[config.mk]
export PLATFORM = sky130hd
export DESIGN_NAME = rotary_menu_ctrl
export DESIGN_NICKNAME = d
export VERILOG_FILES = /design/src/rtl/rotary_pkg.sv /design/src/rtl/rotary_debounce.sv /design/src/rtl/rotary_menu_ctrl.sv
export SDC_FILE = /design/constraint.sdc
export NUM_CORES = 1
export LEC_CHECK = 0
export CORE_UTILIZATION = 35
export CTS_CLUSTER_SIZE = 10
export DETAILED_ROUTE_END_ITERATION = 8
export GPL_TIMING_DRIVEN = 0
export SYNTH_ARGS = -nofsm -noshare
export SYNTH_HDL_FRONTEND = slang
export SYNTH_SLANG_ARGS = --single-unit
export TNS_END_PERCENT = 30
[constraint.sdc]
create_clock -name CLK -period 2.91 [get_ports CLK]
set_clock_uncertainty 0.15 [all_clocks]
set_input_delay 0.4365 -clock CLK [delete_from_list [all_inputs] [get_ports CLK]]
set_output_delay 0.4365 -clock CLK [all_outputs]
set_load 0.01 [all_outputs]
[src/rtl/rotary_pkg.sv]
// -----------------------------------------------------------------------------
// rotary_pkg
// Shared types and constants for the rotary-encoder menu controller:
//   - center-button FSM state encoding
//   - parameter value width (4 bits) and parameter count (4 entries)
//   - step_value(): 4-bit up/down step with wrap or saturate behaviour
// -----------------------------------------------------------------------------
package rotary_pkg;

  localparam int VAL_W      = 4;
  localparam int NUM_PARAMS = 4;
  localparam int SEL_W      = 2;
  localparam int PARAMS_W   = VAL_W * NUM_PARAMS;

  typedef enum logic [1:0] {
    CTR_IDLE = 2'd0,
    CTR_HELD = 2'd1,
    CTR_LONG = 2'd2
  } ctr_state_t;

  // Returns {changed, new_value}. With wrap = 0 a step past 0 or 15 is
  // clamped: the value stays put and changed reads 0.
  function automatic logic [VAL_W:0] step_value(
    input logic [VAL_W-1:0] cur,
    input logic             up,
    input logic             wrap
  );
    logic [VAL_W-1:0] nxt;
    logic             changed;
    nxt     = cur;
    changed = 1'b0;
    if (up) begin
      if (!wrap && (cur == {VAL_W{1'b1}})) begin
        nxt     = cur;
        changed = 1'b0;
      end else begin
        nxt     = cur + VAL_W'(1);
        changed = 1'b1;
      end
    end else begin
      if (!wrap && (cur == {VAL_W{1'b0}})) begin
        nxt     = cur;
        changed = 1'b0;
      end else begin
        nxt     = cur - VAL_W'(1);
        changed = 1'b1;
      end
    end
    return {changed, nxt};
  endfunction

endpackage

[src/rtl/rotary_debounce.sv]
// -----------------------------------------------------------------------------
// rotary_debounce
// Two-flop synchronizer followed by a tick-sampled debouncer for one raw,
// asynchronous input. The debounced level only changes after DEB_CNT
// consecutive tick samples that differ from the current level.
// Ports:
//   clk    - clock, rising edge
//   resetn - synchronous active-low reset
//   tick   - one-cycle sample strobe shared by all instances
//   raw    - asynchronous raw input
//   level  - debounced level (resets to 0)
// -----------------------------------------------------------------------------
module rotary_debounce #(
  parameter int DEB_CNT = 4
) (
  input  logic clk,
  input  logic resetn,
  input  logic tick,
  input  logic raw,
  output logic level
);

  localparam int CW = (DEB_CNT > 1) ? $clog2(DEB_CNT) : 1;

  logic          sync_1;
  logic          sync_2;
  logic [CW-1:0] cnt;

  // Synchronizer and debounce counter / stable level.
  always_ff @(posedge clk) begin
    if (!resetn) begin
      sync_1 <= 1'b0;
      sync_2 <= 1'b0;
      cnt    <= '0;
      level  <= 1'b0;
    end else begin
      sync_1 <= raw;
      sync_2 <= sync_1;
      if (tick) begin
        if (sync_2 == level) begin
          cnt <= '0;
        end else if (cnt == CW'(DEB_CNT - 1)) begin
          // This is the DEB_CNT-th differing sample in a row.
          level <= ~level;
          cnt   <= '0;
        end else begin
          cnt <= cnt + CW'(1);
        end
      end
    end
  end

endmodule

[src/rtl/rotary_menu_ctrl.sv]
// -----------------------------------------------------------------------------
// rotary_menu_ctrl
// Rotary-encoder menu: four 4-bit parameters, one of them selected.
// Encoder steps adjust the selected parameter, a short center press moves the
// selection, a long center press clears the selected parameter.
// Ports:
//   CLK    - clock, rising edge
//   RESETN - synchronous active-low reset
//   ROTA   - raw encoder A (async)
//   ROTB   - raw encoder B (async)
//   ROTCTR - raw center push (async)
//   SEL    - index of selected parameter
//   VALUE  - value of selected parameter (combinational select of PARAMS)
//   PARAMS - param3..param0, param0 in [3:0]
//   UPD    - one-cycle pulse whenever SEL or PARAMS changes
//   DIR    - direction of the last accepted step (1 = up)
// -----------------------------------------------------------------------------
module rotary_menu_ctrl
  import rotary_pkg::*;
#(
  parameter int SAMPLE_DIV = 50000,
  parameter int DEB_CNT    = 4,
  parameter int LONG_TICKS = 1000,
  parameter int WRAP       = 1
) (
  input  logic                CLK,
  input  logic                RESETN,
  input  logic                ROTA,
  input  logic                ROTB,
  input  logic                ROTCTR,
  output logic [SEL_W-1:0]    SEL,
  output logic [VAL_W-1:0]    VALUE,
  output logic [PARAMS_W-1:0] PARAMS,
  output logic                UPD,
  output logic                DIR
);

  localparam int TW = (SAMPLE_DIV > 1) ? $clog2(SAMPLE_DIV) : 1;
  localparam int HW = $clog2(LONG_TICKS + 1);

  logic [TW-1:0] tick_cnt;
  logic          tick;

  logic a_lvl, b_lvl, ctr_lvl;
  logic a_prev, ctr_prev;
  logic step_evt, ctr_rise, ctr_fall;

  ctr_state_t state_r, state_nxt;
  logic [HW-1:0] hold_r, hold_nxt;

  logic [NUM_PARAMS-1:0][VAL_W-1:0] params_r, params_nxt;
  logic [SEL_W-1:0] sel_r, sel_nxt;
  logic             dir_r, dir_nxt;
  logic             upd_r, upd_nxt;
  logic [VAL_W-1:0] cur_val;
  logic [VAL_W:0]   step_res;

  assign tick = (tick_cnt == TW'(SAMPLE_DIV - 1));

  // Free-running sample-tick divider.
  always_ff @(posedge CLK) begin
    if (!RESETN) begin
      tick_cnt <= '0;
    end else if (tick) begin
      tick_cnt <= '0;
    end else begin
      tick_cnt <= tick_cnt + TW'(1);
    end
  end

  rotary_debounce #(.DEB_CNT(DEB_CNT)) u_deb_a (
    .clk(CLK), .resetn(RESETN), .tick(tick), .raw(ROTA), .level(a_lvl)
  );
  rotary_debounce #(.DEB_CNT(DEB_CNT)) u_deb_b (
    .clk(CLK), .resetn(RESETN), .tick(tick), .raw(ROTB), .level(b_lvl)
  );
  rotary_debounce #(.DEB_CNT(DEB_CNT)) u_deb_ctr (
    .clk(CLK), .resetn(RESETN), .tick(tick), .raw(ROTCTR), .level(ctr_lvl)
  );

  // Previous debounced levels for edge detection.
  always_ff @(posedge CLK) begin
    if (!RESETN) begin
      a_prev   <= 1'b0;
      ctr_prev <= 1'b0;
    end else begin
      a_prev   <= a_lvl;
      ctr_prev <= ctr_lvl;
    end
  end

  assign step_evt = a_lvl & ~a_prev;
  assign ctr_rise = ctr_lvl & ~ctr_prev;
  assign ctr_fall = ~ctr_lvl & ctr_prev;

  assign cur_val  = params_r[sel_r];
  // B low at the A rising edge means clockwise (up).
  assign step_res = step_value(cur_val, ~b_lvl, (WRAP != 0));

  // Center FSM next state plus all register next values.
  always_comb begin
    state_nxt  = state_r;
    hold_nxt   = hold_r;
    params_nxt = params_r;
    sel_nxt    = sel_r;
    dir_nxt    = dir_r;
    upd_nxt    = 1'b0;
    case (state_r)
      CTR_IDLE: begin
        // A press wins over a step arriving in the same cycle.
        if (ctr_rise) begin
          state_nxt = CTR_HELD;
          hold_nxt  = '0;
        end else if (step_evt) begin
          dir_nxt           = ~b_lvl;
          params_nxt[sel_r] = step_res[VAL_W-1:0];
          upd_nxt           = step_res[VAL_W];
        end else begin
          state_nxt = CTR_IDLE;
        end
      end
      CTR_HELD: begin
        if (hold_r >= HW'(LONG_TICKS)) begin
          params_nxt[sel_r] = '0;
          upd_nxt           = (cur_val != '0);
          // A release in this very cycle must not leave us stuck in LONG.
          state_nxt         = ctr_fall ? CTR_IDLE : CTR_LONG;
        end else if (ctr_fall) begin
          sel_nxt   = sel_r + SEL_W'(1);
          upd_nxt   = 1'b1;
          state_nxt = CTR_IDLE;
        end else if (tick) begin
          hold_nxt = hold_r + HW'(1);
        end else begin
          hold_nxt = hold_r;
        end
      end
      CTR_LONG: begin
        if (ctr_fall) begin
          state_nxt = CTR_IDLE;
        end else begin
          state_nxt = CTR_LONG;
        end
      end
      default: begin
        state_nxt = CTR_IDLE;
      end
    endcase
  end

  // State, hold counter and output registers.
  always_ff @(posedge CLK) begin
    if (!RESETN) begin
      state_r  <= CTR_IDLE;
      hold_r   <= '0;
      params_r <= '0;
      sel_r    <= '0;
      dir_r    <= 1'b0;
      upd_r    <= 1'b0;
    end else begin
      state_r  <= state_nxt;
      hold_r   <= hold_nxt;
      params_r <= params_nxt;
      sel_r    <= sel_nxt;
      dir_r    <= dir_nxt;
      upd_r    <= upd_nxt;
    end
  end

  assign SEL    = sel_r;
  assign PARAMS = params_r;
  assign VALUE  = params_r[sel_r];
  assign UPD    = upd_r;
  assign DIR    = dir_r;

endmodule

Word level (Yosys, flattened, before mapping)
Cells that the tools add are included.
Operators by class
  eq/ne operators: 18
  multiplexer cells: 32
  shift operators: 0
  reductions and logical operators: 13
  multiply operators: 0
  bitwise operators: 16
  $add $sub $neg: 8
  divide/modulo/power cells: 0
  $lt $le $gt $ge: 3
Operators by type and width (number)
  $mux W16: 3
  $mux W10: 4
  $pmux W16 S2: 1
  $mux W2: 11
  $pmux W10 S2: 1
  $add A16 B1 Y16 const B: 1
  $and A16 B16 Y16: 1
  $bwmux W16: 1
  $eq A16 B16 Y1 const B: 1
  $not A16 Y16: 1
  $reduce_and A3 Y1: 5
  $ne A2 B2 Y1 const B: 7
  $mux W4: 3
  $not A1 Y1: 11
  $add A10 B1 Y10 const B: 1
  $ge A10 B10 Y1 const B: 1
  $add A2 B1 Y2 const B: 4
  $bmux W4 S2: 1
  $demux W4 S2: 1
  $eq A2 B2 Y1 const B: 4
  $ne A3 B3 Y1 const B: 2
  $pmux W2 S3: 1
  $reduce_and A5 Y1: 1
  $add A4 B1 Y4 const B: 1
  15 further kinds: 22
Word-level totals
  bits in latches: 0
  memories: 0
  register bits after elaboration: 65
  bits in read-only memories: 0
  logic and storage cells: 114
  bits in writable memories: 0
  input bits: 5
  output and inout bits: 24

Longest topological paths before layout
Gate-level depths: netlist (run 1).
  depth in word-level cells: 8
  gate-level depth with buffers: 8
  gate-level depth less buffers: 6

By module
From an unflattened synthesis (run 1), not the netlist that was laid out.
Unflattened totals
  cell total of the unflattened synthesis: 315
  area, all modules: 3027.9 um2
Modules (own cells, without submodules)
  rotary_menu_ctrl: times used 1, seq. area each 1001.0 um2, cells each 261, area each 2431.1 um2
  rotary_debounce: times used 3, seq. area each 100.1 um2, cells each 18, area each 198.9 um2

Worst setup path after synthesis (run 1)
Ideal clock, no wire load.
  kind: register to register
  start point: reg sel_r[0], in the netlist SEL[0]
  end point: reg params_r (netlist bit PARAMS[11])
  arrival time: 2422 ps
  buffers on the path: 1
  stages on the path, launching flop included: 8
  required time: 2699 ps
  clock period less this slack: 2633 ps
  setup time: 61 ps
  setup slack: 277 ps
  path through: dfxtp_1 -> clkbuf_1 -> mux4_2 -> ha_1 -> a21o_1 -> a21oi_1 -> mux2i_1 -> a32o_1
On the way
  word-level cells in the longest chain between the ends: 8
  elaborated cells between the ends (all ways): 17
  classes of those cells: add/sub (2); order compare (2); mux (10); bitwise (2); reduce/logical (1)
Ends and longest elaborated chain
  start: declaration: line rotary_menu_ctrl.sv:52  | logic [SEL_W-1:0] sel_r, sel_nxt;
  start signal: assignment: line rotary_menu_ctrl.sv:164  | sel_r <= sel_nxt;
  $bmux W4 S2 (*)
  $mux W4 (*)
  named net VALUE[1]: line rotary_menu_ctrl.sv:32  | output logic [VAL_W-1:0] VALUE,
  $add A4 B1 Y4 / $sub A4 B1 Y4 (equally long branches): line rotary_pkg.sv:37, rotary_pkg.sv:45
  $mux W4 (*): line rotary_pkg.sv:32  | if (up) begin
  $bwmux W16 (*): line rotary_menu_ctrl.sv:116  | params_nxt[sel_r] = step_res[VAL_W-1:0];
  $mux W16 (*): line rotary_menu_ctrl.sv:114  | end else if (step_evt) begin
  $mux W16 (*): line rotary_menu_ctrl.sv:111  | if (ctr_rise) begin
  $pmux W16 S2 (*): line rotary_menu_ctrl.sv:108  | case (state_r)
  end signal: assignment: line rotary_menu_ctrl.sv:163  | params_r <= params_nxt;
  end: declaration: line rotary_menu_ctrl.sv:51  | logic [NUM_PARAMS-1:0][VAL_W-1:0] params_r, params_nxt;
The timed path passes the listed nets; every way through them passes the cells marked *. The select of a mux whose other input is x is not followed.
A chain may end at the register's enable or synchronous reset.

Worst setup path in the final report (run 1)
  start point: reg sel_r[0], in the netlist SEL[0]
  end point: out VALUE[0]
On the way
  word-level cells in the longest chain between the ends: 2
Ends and longest elaborated chain
  $bmux W4 S2: line rotary_menu_ctrl.sv:172  | assign VALUE = params_r[sel_r];
  $mux W4 (not written as such): line rotary_menu_ctrl.sv:172
  end: declaration: line rotary_menu_ctrl.sv:32
No other way between the ends. The select of a mux whose other input is x is not followed.

==> key figures, run 1 <==
Outcome
  – Status: completed

Synth
  – Post-synth top area share: 43.3%
  – Cell area after synthesis: 3000 sq um
  – EDFF count, synth: 0
  – Seq/Total Area, Yosys: 43.3%
  – Seq cells post-synth: 65
  – Mean Syn Cell Area: 9.54 sq um
  – Library cells used by synthesis: 40
  – Synth top area cells: dfxtp_1 (43%), ha_1 (5.0%), mux2i_1 (4.7%), nor2b_1 (4.6%), xnor2_1 (3.5%)
  – Ys Warns: 0
  – Leading area contributor after synthesis: dfxtp_1
  – Mapped Cells: 315
  – Net count after synthesis: 333
  – Synth Flop Type: dfxtp_1
  – Async SR Flop Fraction: 0%

Drt
  – Vias per std cell: 5.09
  – Via count: 2350
  – First-pass iteration count of the detailed router: 4
  – Drt total wl: 6260 um
  – Initial DRC count: 81
  – DRC viols: 0
  – Per-cell routed wire length: 13.6 um
  – Antenna-violating nets left: 0

STA
  – Worst-Margin Slew: 829 ps
  – Max-slew violations: 0
  – Period minus WS final: 2770 ps
  – Final Hold Viols: 0
  – Endpoints failing setup: 0
  – Fmax: 361 MHz
  – RSZ-0062 raised after global routing: false
  – Max_slew headroom: 44.2%
  – Ratio of final minimum period to clock period: 95.3%

Hold path
  – Worst min path class: reg -> reg
  – Hold EP: u_deb_b.sync_2
  – HP Start: u_deb_b.sync_1
  – Hold Path Depth: 1

Power
  – Static Leakage: 1.31 nW
  – Pwr/cell area: 461 nW/um^2
  – Worst VDD drop: 0.226 mV

Final layout
  – Area Growth Syn to Fin: 19.4%
  – Ant diodes: 0
  – Final Instance Area: 3590 sq um
  – Nets: 371
  – Finished Layout Cells: 462
  – Layout cells sized above 1: 6.72%
  – Final core utilization: 43.4%

CTS
  – Cts hold-fix bufs: 0
  – Clk_lat worst skew: 340 ps
  – CTS tree: done
  – Worst-path clk slew: 70 ps
  – Sink Count: 65
  – CTS root buf: clkbuf_8
  – CTS Buffer Depth: 2
  – Num CTS Buffers: 9
  – CTS HTree Levels: 3

Job
  – Number of max-cap violations: 0

Placement
  – Port-buffer cells: 27
  – Placed cells: 447
  – GP Congestion: 0.791
  – Post-DP HPWL: 4500 um
  – Post-Place Cell Area: 3410 sq um

Worst setup path
  – R2R Setup Slk: 160 ps
  – Data arrival, critical path: 2190 ps
  – Reg2reg path depth: 7
  – CP endpoint kind: output port
  – RR Endpoint: PARAMS[11]
  – CP Max Fanout: 6
  – R2R Path Start: SEL[0]
  – Crit path kind: reg -> out
  – Startpoint types: flop
  – Worst EP required: 2320 ps

Floorplanning
  – Row cnt: 33
  – Io pins: 29
  – Core Region: 8260 sq um
  – Initial Util: 36.4%
  – Die H: 94.6 um
  – Full die area: 8960 sq um
  – Die Wd: 94.6 um

GRT
  – Initial antenna violation count: 0
  – Via count of the first global-routing pass: 2352
  – Global Route Usage Sum: 15.7%
  – GRT Residual Overflow: 0
  – Global-route wire length before repair: 10900 um
  – Largest net degree at the start of global routing: 11
==> final cells by class <==
class,instances,area [sq um]
fill,824,4670
multi-input combinational,226,1620
sequential,65,1300
timing repair buffer,27,270
clock buffer,11,131
tap,105,131
buffer,13,51.3
clock inverter,4,45.0
inverter,11,41.3
==> registers in the layout, summed over array words and instances (netlist names), 2 cells and up <==
name	flops
state_r	2
u_deb_ctr.cnt	2
hold_r	10
u_deb_b.cnt	2
SEL	2
tick_cnt	16
PARAMS	16
u_deb_a.cnt	2
==> repair_timing <==
item,CTS,global route
setup buffers,0,0
pin swaps,0,0
gates resized for setup,1,2
endpoints found under the setup margin,8,5
==> power by group <==
group | switching (mW) | total, mW | internal (mW)
clock | 0.329 | 0.716 | 0.387
sequential | 0.00446 | 0.901 | 0.897
combinational | 0.0193 | 0.0356 | 0.0162
==> per-stage QoR <==
step	hold WS (ps)	total power, mW	setup TNS [ps]	worst slack [ps]
global placement	266	0.957	-216	-64.4
global route	326	1.73	0	14.1
floorplan	262	0.944	0	277
detailed placement	268	0.957	-291	-84.0
finish	285	1.65	0	137
CTS	290	1.68	0	67.3
==> cells in the mapped netlist, drive strengths merged (2+ instances only) <==
cell / instances
o31a: 3
xnor2: 12
a21oi: 17
mux2i: 14
clkbuf: 12
mux4: 4
nand4: 12
o21a: 2
xor2: 6
o21ai: 14
nand2b: 3
nor2b: 22
and2: 10
nor3: 3
and3: 2
nand3: 8
inv: 11
a32o: 4
and4bb: 2
nand2: 18
dfxtp: 65
or4: 3
and4: 3
o31ai: 3
ha: 12
or3: 8
nor4: 6
nor2: 22
a21boi: 4
==> critical path, cell delays in order, from the launching register on <==
cell             delay (ps)
dfxtp_1                 440
buf_2                   280
mux4_2                  610
clkdlybuf4s50_1         520
==> cells in the final DEF, fill, tap and decap left out, types with 2 or more instances in the layout <==
cell             instances
and4bb_2                 2
nand4_1                 11
inv_1                   11
xnor2_1                 12
nand3_1                  8
and4_1                   3
nand2_1                 18
mux4_2                   4
clkinv_2                 3
clkbuf_1                13
nand2b_1                 3
a21oi_1                 17
nor3_1                   3
a21boi_0                 4
o31a_1                   3
or3_1                    8
or4_1                    3
a32o_1                   4
buf_2                    2
o21ai_0                 14
and3_1                   2
o21a_1                   2
dfxtp_1                 65
clkbuf_8                 9
and2_1                  10
mux2i_1                 13
ha_1                    12
nor2b_1                 22
clkdlybuf4s50_1         27
xor2_1                   6
nor2_1                  22
nor4_1                   6
o31ai_1                  3
==> per-layer routing <==
metal / part of all wire, % / routed length (um) / vias to the layer above / track usage (%)
met4: 2.3 / 144 / 0 / 8.33
li1: - / - / 1197 / -
met2: 47 / 2910 / 32 / 24.8
met1: 48 / 3020 / 1108 / 20.0
met3: 2.9 / 182 / 13 / 3.06
met5: 0 / 0 / - / 0
==> worst max-delay path by stage <==
stage,startpoint,endpoint,slack [ps]
floorplan,SEL[0],PARAMS[11],280
global placement,SEL[0],PARAMS[11],-60
detailed placement,SEL[0],PARAMS[11],-80
CTS,SEL[0],VALUE[0],70
global route,SEL[0],VALUE[0],10
finish,SEL[0],VALUE[0],140
==> kinds of logic after synthesis <==
family                     count (synthesis)  share of synthesized area, %
AOI/OAI and AO/OA                         52                          11.1
xor gates and xnor gates                  18                          5.25
adders and majority gates                 13                          5.66
buffers and inverters                     24                          3.04
DFF                                       65                          43.3
muxes                                     18                          7.66
and+or+nand+nor                          125                          24.0
Power figures use the tool's default switching activity.
==> run 2: changes to the inputs <==
--- a/config.mk
+++ b/config.mk
@@ -5,6 +5,7 @@
 export SDC_FILE = /design/constraint.sdc
 export NUM_CORES = 1
 export LEC_CHECK = 0
+export CORE_MARGIN = 2
 export CORE_UTILIZATION = 35
 export CTS_CLUSTER_SIZE = 10
 export DETAILED_ROUTE_END_ITERATION = 8
==> run 2 against run 1 <==
  * Maximum frequency is essentially flat
  * Critical path depth unchanged
  * Via count rose by 0.26%
  * Die area is 4.3% higher
  * Setup slack worse by 1.7 ps
  * Non-clock buffer count unchanged
  * Power grew 9.7%
  * Flip-flop and latch count unchanged
  * Final area is 1.5% higher
  * Largest power group unchanged
==> key figures, run 2 (synthesis gave the netlist of run 1 again) <==
Power
  – Worst VDD drop: 0.212 mV
  – Overall power: 1.81 mW
  – Static Leakage: 1.34 nW
  – Reg power frac: 49.7%
  – Pwr/cell area: 498 nW/um^2
  – Clock power share: 48.3%
  – Net switching power: 0.351 mW
  – Net Sw Frac: 19.3%
  – Combinational share of power: 2.0%
  – Int Power: 1.46 mW

GRT
  – Initial antenna violation count: 0
  – Global-route wire length before repair: 10500 um
  – Largest net degree at the start of global routing: 11
  – GRT Residual Overflow: 0
  – Via count of the first global-routing pass: 2296
  – Global Route Usage Sum: 13.6%

CTS
  – Cts hold-fix bufs: 0
  – Clk_lat worst skew: 340 ps
  – Worst-path clk slew: 70 ps
  – CTS Buffer Depth: 2
  – Setup bufs post-CTS: 0
  – CTS tree: done
  – CTS root buf: clkbuf_8
  – Num CTS Buffers: 9
  – CTS HTree Levels: 3
  – Sink Count: 65

Worst setup path
  – Startpoint types: flop
  – RR Endpoint: PARAMS[11]
  – Worst EP required: 2320 ps
  – Crit path to: VALUE[0]
  – Critical Path Start: SEL[0]
  – CP endpoint kind: output port
  – CP Max Fanout: 6
  – Reg2reg path depth: 7
  – R2R Setup Slk: 150 ps
  – R2R Path Start: SEL[0]
  – Data arrival, critical path: 2190 ps
  – Crit path kind: reg -> out

Final layout
  – Nets: 371
  – Filler instances: 824
  – Final core utilization: 44.1%
  – Commonest non-fill, non-tap cell in the layout: dfxtp_1
  – Area Growth Syn to Fin: 21.2%
  – Most frequent cells in the layout: dfxtp_1 (65), clkdlybuf4s50_1 (27), nor2b_1 (22), nor2_1 (22), nand2_1 (18)
  – Ant diodes: 0
  – Layout cells sized above 1: 7.00%

Floorplanning
  – Die H: 96.6 um
  – Row cnt: 33
  – Full die area: 9340 sq um
  – Io pins: 29
  – Die Wd: 96.6 um
  – Core Region: 8260 sq um
  – Initial Util: 36.4%

Placement
  – Post-DP HPWL: 4420 um
  – GP Congestion: 0.807
  – Port-buffer cells: 27

Job
  – Number of max-cap violations: 0

Hold path
  – Hold Path Depth: 1
  – Worst min path class: reg -> reg
  – HP Start: u_deb_b.sync_1

Drt
  – First-pass iteration count of the detailed router: 4
  – Drt total wl: 6140 um
  – Via count: 2356
  – Per-cell routed wire length: 13.3 um
  – DRC viols: 0
  – Vias per std cell: 5.10
  – Initial DRC count: 56
  – Antenna-violating nets left: 0

STA
  – Worst-Margin Slew: 781 ps
  – Endpoints failing setup: 0
  – Period minus WS final: 2770 ps
  – Ratio of final minimum period to clock period: 95.3%
  – Final Hold Viols: 0
  – Max_slew headroom: 47.4%
  – RSZ-0062 raised after global routing: false
  – Fmax: 360 MHz
  – Max-slew violations: 0

Outcome
  – Status: completed
## run 2: cell types whose count changed in the layout (fill, tap and decap cells not counted), sizes merged
| cell | change |
|---|---|
| bufinv | +1 |
| clkinv | -3 |
| clkbuf | +2 |
## run 2: timing repair
| item | CTS | global route |
|---|---|---|
| cloned | 0 | 0 |
| resized for setup | 1 | 2 |
| endpoints found under the setup margin | 8 | 4 |
## run 2: critical path, cell delays in order, from the launching register on
cell and delay [ps]:
dfxtp_1 440, buf_2 290, mux4_2 600, clkdlybuf4s50_1 520
## run 2: power by group through the flow
| stage | Sequential, mW | Combinational, mW | Clock (mW) |
|---|---|---|---|
| 6_report | 0.901 | 0.0357 | 0.876 |
| 5_1_grt | 0.902 | 0.0403 | 0.937 |
| 4_1_cts | 0.901 | 0.0365 | 0.898 |
| 3_5_place_dp | 0.921 | 0.0363 | 0 |
| 3_3_place_gp | 0.921 | 0.0356 | 0 |
| 2_1_floorplan | 0.920 | 0.0237 | 0 |
## run 2: layout make-up
class                   instances  area [sq um]  share of cell area (%)
plain buffers                  13          51.3                    1.41
clock buffers                  13           169                    4.64
clock inverters                 2          60.1                    1.65
inverters                      11          41.3                    1.13
multi-input cells             226          1620                    44.4
flip-flops and latches         65          1300                    35.8
well taps                     105           131                    3.61
repair buffers                 27           270                    7.43
## run 2: worst min path at each step
stage / endpoint / slack (ps)
finish: u_deb_b.sync_2 / 280
global route: u_deb_a.sync_2 / 300
CTS: u_deb_ctr.sync_2 / 280
detailed placement: u_deb_ctr.sync_2 / 270
global placement: u_deb_b.sync_2 / 270
floorplan: u_deb_a.sync_2 / 260
## run 2: per-layer routing
| metal | global-route usage, % | up-vias | routed length [um] |
|---|---|---|---|
| met1 | 17.9 | 1108 | 3120 |
| met2 | 21.2 | 41 | 2670 |
| met5 | 0 | - | 0 |
| met4 | 7.15 | 0 | 165 |
| met3 | 2.60 | 14 | 181 |
| li1 | - | 1193 | - |
## run 2: stage by stage
stage | setup slack [ps] | cell area, sq um | instances | hold slack [ps] | setup TNS (ps)
6_report | 136 | 3640 | 462 | 284 | 0
3_3_place_gp | -62.8 | 3410 | 447 | 266 | -215
3_5_place_dp | -83.8 | 3410 | 447 | 268 | -284
2_1_floorplan | 277 | 3000 | 315 | 262 | 0
5_1_grt | 19.7 | 3640 | 462 | 303 | 0
4_1_cts | 85.0 | 3640 | 462 | 284 | 0
==> run 3: changes to the inputs <==
--- a/config.mk
+++ b/config.mk
@@ -10,6 +10,7 @@
 export CTS_CLUSTER_SIZE = 10
 export DETAILED_ROUTE_END_ITERATION = 8
 export GPL_TIMING_DRIVEN = 0
+export MAX_ROUTING_LAYER = met4
 export SYNTH_ARGS = -nofsm -noshare
 export SYNTH_HDL_FRONTEND = slang
 export SYNTH_SLANG_ARGS = --single-unit
==> run 3 against run 2 <==
  * Power hardly changed
  * First-iteration DRC count up 5.4%
  * Clock power is essentially flat
  * Setup slack hardly changed
  * Worst hold slack hardly changed
  * Critical path type unchanged
  * Largest cell class unchanged
  * Largest power group unchanged
==> key figures, run 3 (synthesis gave the netlist of run 1 again) <==
Outcome
  – Status: completed

Placement
  – Port-buffer cells: 27
  – Placed cells: 447
  – Post-DP HPWL: 4420 um
  – GP Congestion: 0.819
  – Dpl ws: -83.8 ps

CTS
  – Sink Count: 65
  – Setup bufs post-CTS: 0
  – CTS tree: done
  – Worst-path clk slew: 70 ps
  – CTS root buf: clkbuf_8
  – Clk_lat worst skew: 340 ps
  – Post-CTS sizing: 1
  – Cts hold-fix bufs: 0
  – CTS HTree Levels: 3
  – CTS Buffer Depth: 2
  – Num CTS Buffers: 9

Worst setup path
  – Critical Path Start: SEL[0]
  – Startpoint types: flop
  – Worst EP required: 2320 ps
  – Crit path kind: reg -> out
  – Crit path max-delay family: buffers and inverters
  – Buf/Inv on CP: 2
  – Data arrival, critical path: 2190 ps
  – CP Cell Sequence: buf_2, mux4_2, clkdlybuf4s50_1
  – R2R Path Start: SEL[0]
  – R2R Setup Slk: 150 ps
  – CP Max Fanout: 6
  – Maximum cell stage delay along the critical path: 600 ps
  – Highest-delay cell along the critical path: mux4_2
  – CP endpoint kind: output port

STA
  – Worst-Margin Slew: 781 ps
  – Max_slew headroom: 47.4%
  – Ratio of final minimum period to clock period: 95.3%
  – Hold slack: 284 ps
  – Max-slew violations: 0
  – Setup TNS: 0 ps
  – RSZ-0062 raised after global routing: false
  – Endpoints failing setup: 0
  – Period minus WS final: 2770 ps
  – Fmax: 360 MHz
  – Worst setup margin: 136 ps
  – Final Hold Viols: 0

Final layout
  – Most frequent cells in the layout: dfxtp_1 (65), clkdlybuf4s50_1 (27), nor2b_1 (22), nor2_1 (22), nand2_1 (18)
  – Area Growth Syn to Fin: 21.2%
  – Nets: 371
  – Commonest non-fill, non-tap cell in the layout: dfxtp_1
  – Filler instances: 824
  – Final core utilization: 44.1%
  – Layout cells sized above 1: 7.00%
  – Area taken by multi-input logic gates: 1620 sq um
  – Ant diodes: 0
  – Reg area: 1300 sq um
  – Finished Layout Cells: 462

GRT
  – Largest net degree at the start of global routing: 11
  – Initial antenna violation count: 0
  – Global Route Usage Sum: 14.0%
  – Via count of the first global-routing pass: 2294
  – GRT Residual Overflow: 0
  – Global-route wire length before repair: 10600 um

Floorplanning
  – Row cnt: 33
  – Io pins: 29
  – Initial Util: 36.4%
  – Die H: 96.6 um
  – Full die area: 9340 sq um
  – Die Wd: 96.6 um
  – Core Region: 8260 sq um

Drt
  – Vias per std cell: 5.11
  – Initial DRC count: 59
  – Antenna-violating nets left: 0
  – DRC viols: 0
  – Per-cell routed wire length: 13.3 um
  – Via count: 2361
  – Drt total wl: 6150 um
  – First-pass iteration count of the detailed router: 4

Power
  – Static Leakage: 1.34 nW
  – Worst VDD drop: 0.212 mV
  – Pwr/cell area: 498 nW/um^2

Hold path
  – Worst min path class: reg -> reg
  – HP Start: u_deb_b.sync_1

Job
  – Number of max-cap violations: 0
## run 3: cell counts in the layout (fill, tap and decap cells not counted)
No cell type changed its count.
## run 3: final cells by class
| type | instances | share of cell area [%] |
|---|---|---|
| multi-input cells | 226 | 44.4 |
| repair buffers | 27 | 7.43 |
| well taps | 105 | 3.61 |
| clock buffers | 13 | 4.64 |
| inverters | 11 | 1.13 |
| flip-flops and latches | 65 | 35.8 |
| clock inverters | 2 | 1.65 |
| plain buffers | 13 | 1.41 |
## run 3: worst paths after layout
kind | to | depth (start not counted)
worst max-delay path | VALUE[0] | 3
worst min-delay path | u_deb_b.sync_2 | 1
worst max register to register | PARAMS[11] | 7
worst min register to register | u_deb_b.sync_2 | 1
## run 3: metal layers
layer | part of all wire, % | global-route usage, % | vias to the layer above | routed length, um
met1 | 51 | 18.1 | 1109 | 3130
li1 | - | - | 1193 | -
met5 | 0 | - | - | 0
met3 | 2.9 | 2.53 | 15 | 179
met2 | 43 | 21.2 | 44 | 2670
met4 | 2.7 | 7.15 | 0 | 169
## run 3: metrics by stage
stage | cell area, sq um | power [mW]
after floorplan | 3000 | 0.944
after detailed placement | 3410 | 0.957
after global routing | 3640 | 1.88
final | 3640 | 1.81
after global placement | 3410 | 0.957
after CTS | 3640 | 1.84
## run 3: worst register-to-register path, stage by stage, from the launching register on
cell and delay (ps):
dfxtp_1 440, buf_2 290, mux4_2 610, ha_1 330, a21o_1 150, a21oi_1 200
mux2i_2 360, a32o_1 170
## run 3: power by group
| part | switching, mW | internal [mW] | leakage [nW] |
|---|---|---|---|
| sequential | 0.00409 | 0.897 | 0.525 |
| clock | 0.328 | 0.549 | 0.116 |
| combinational | 0.0195 | 0.0163 | 0.695 |
| total | 0.351 | 1.46 | 1.34 |
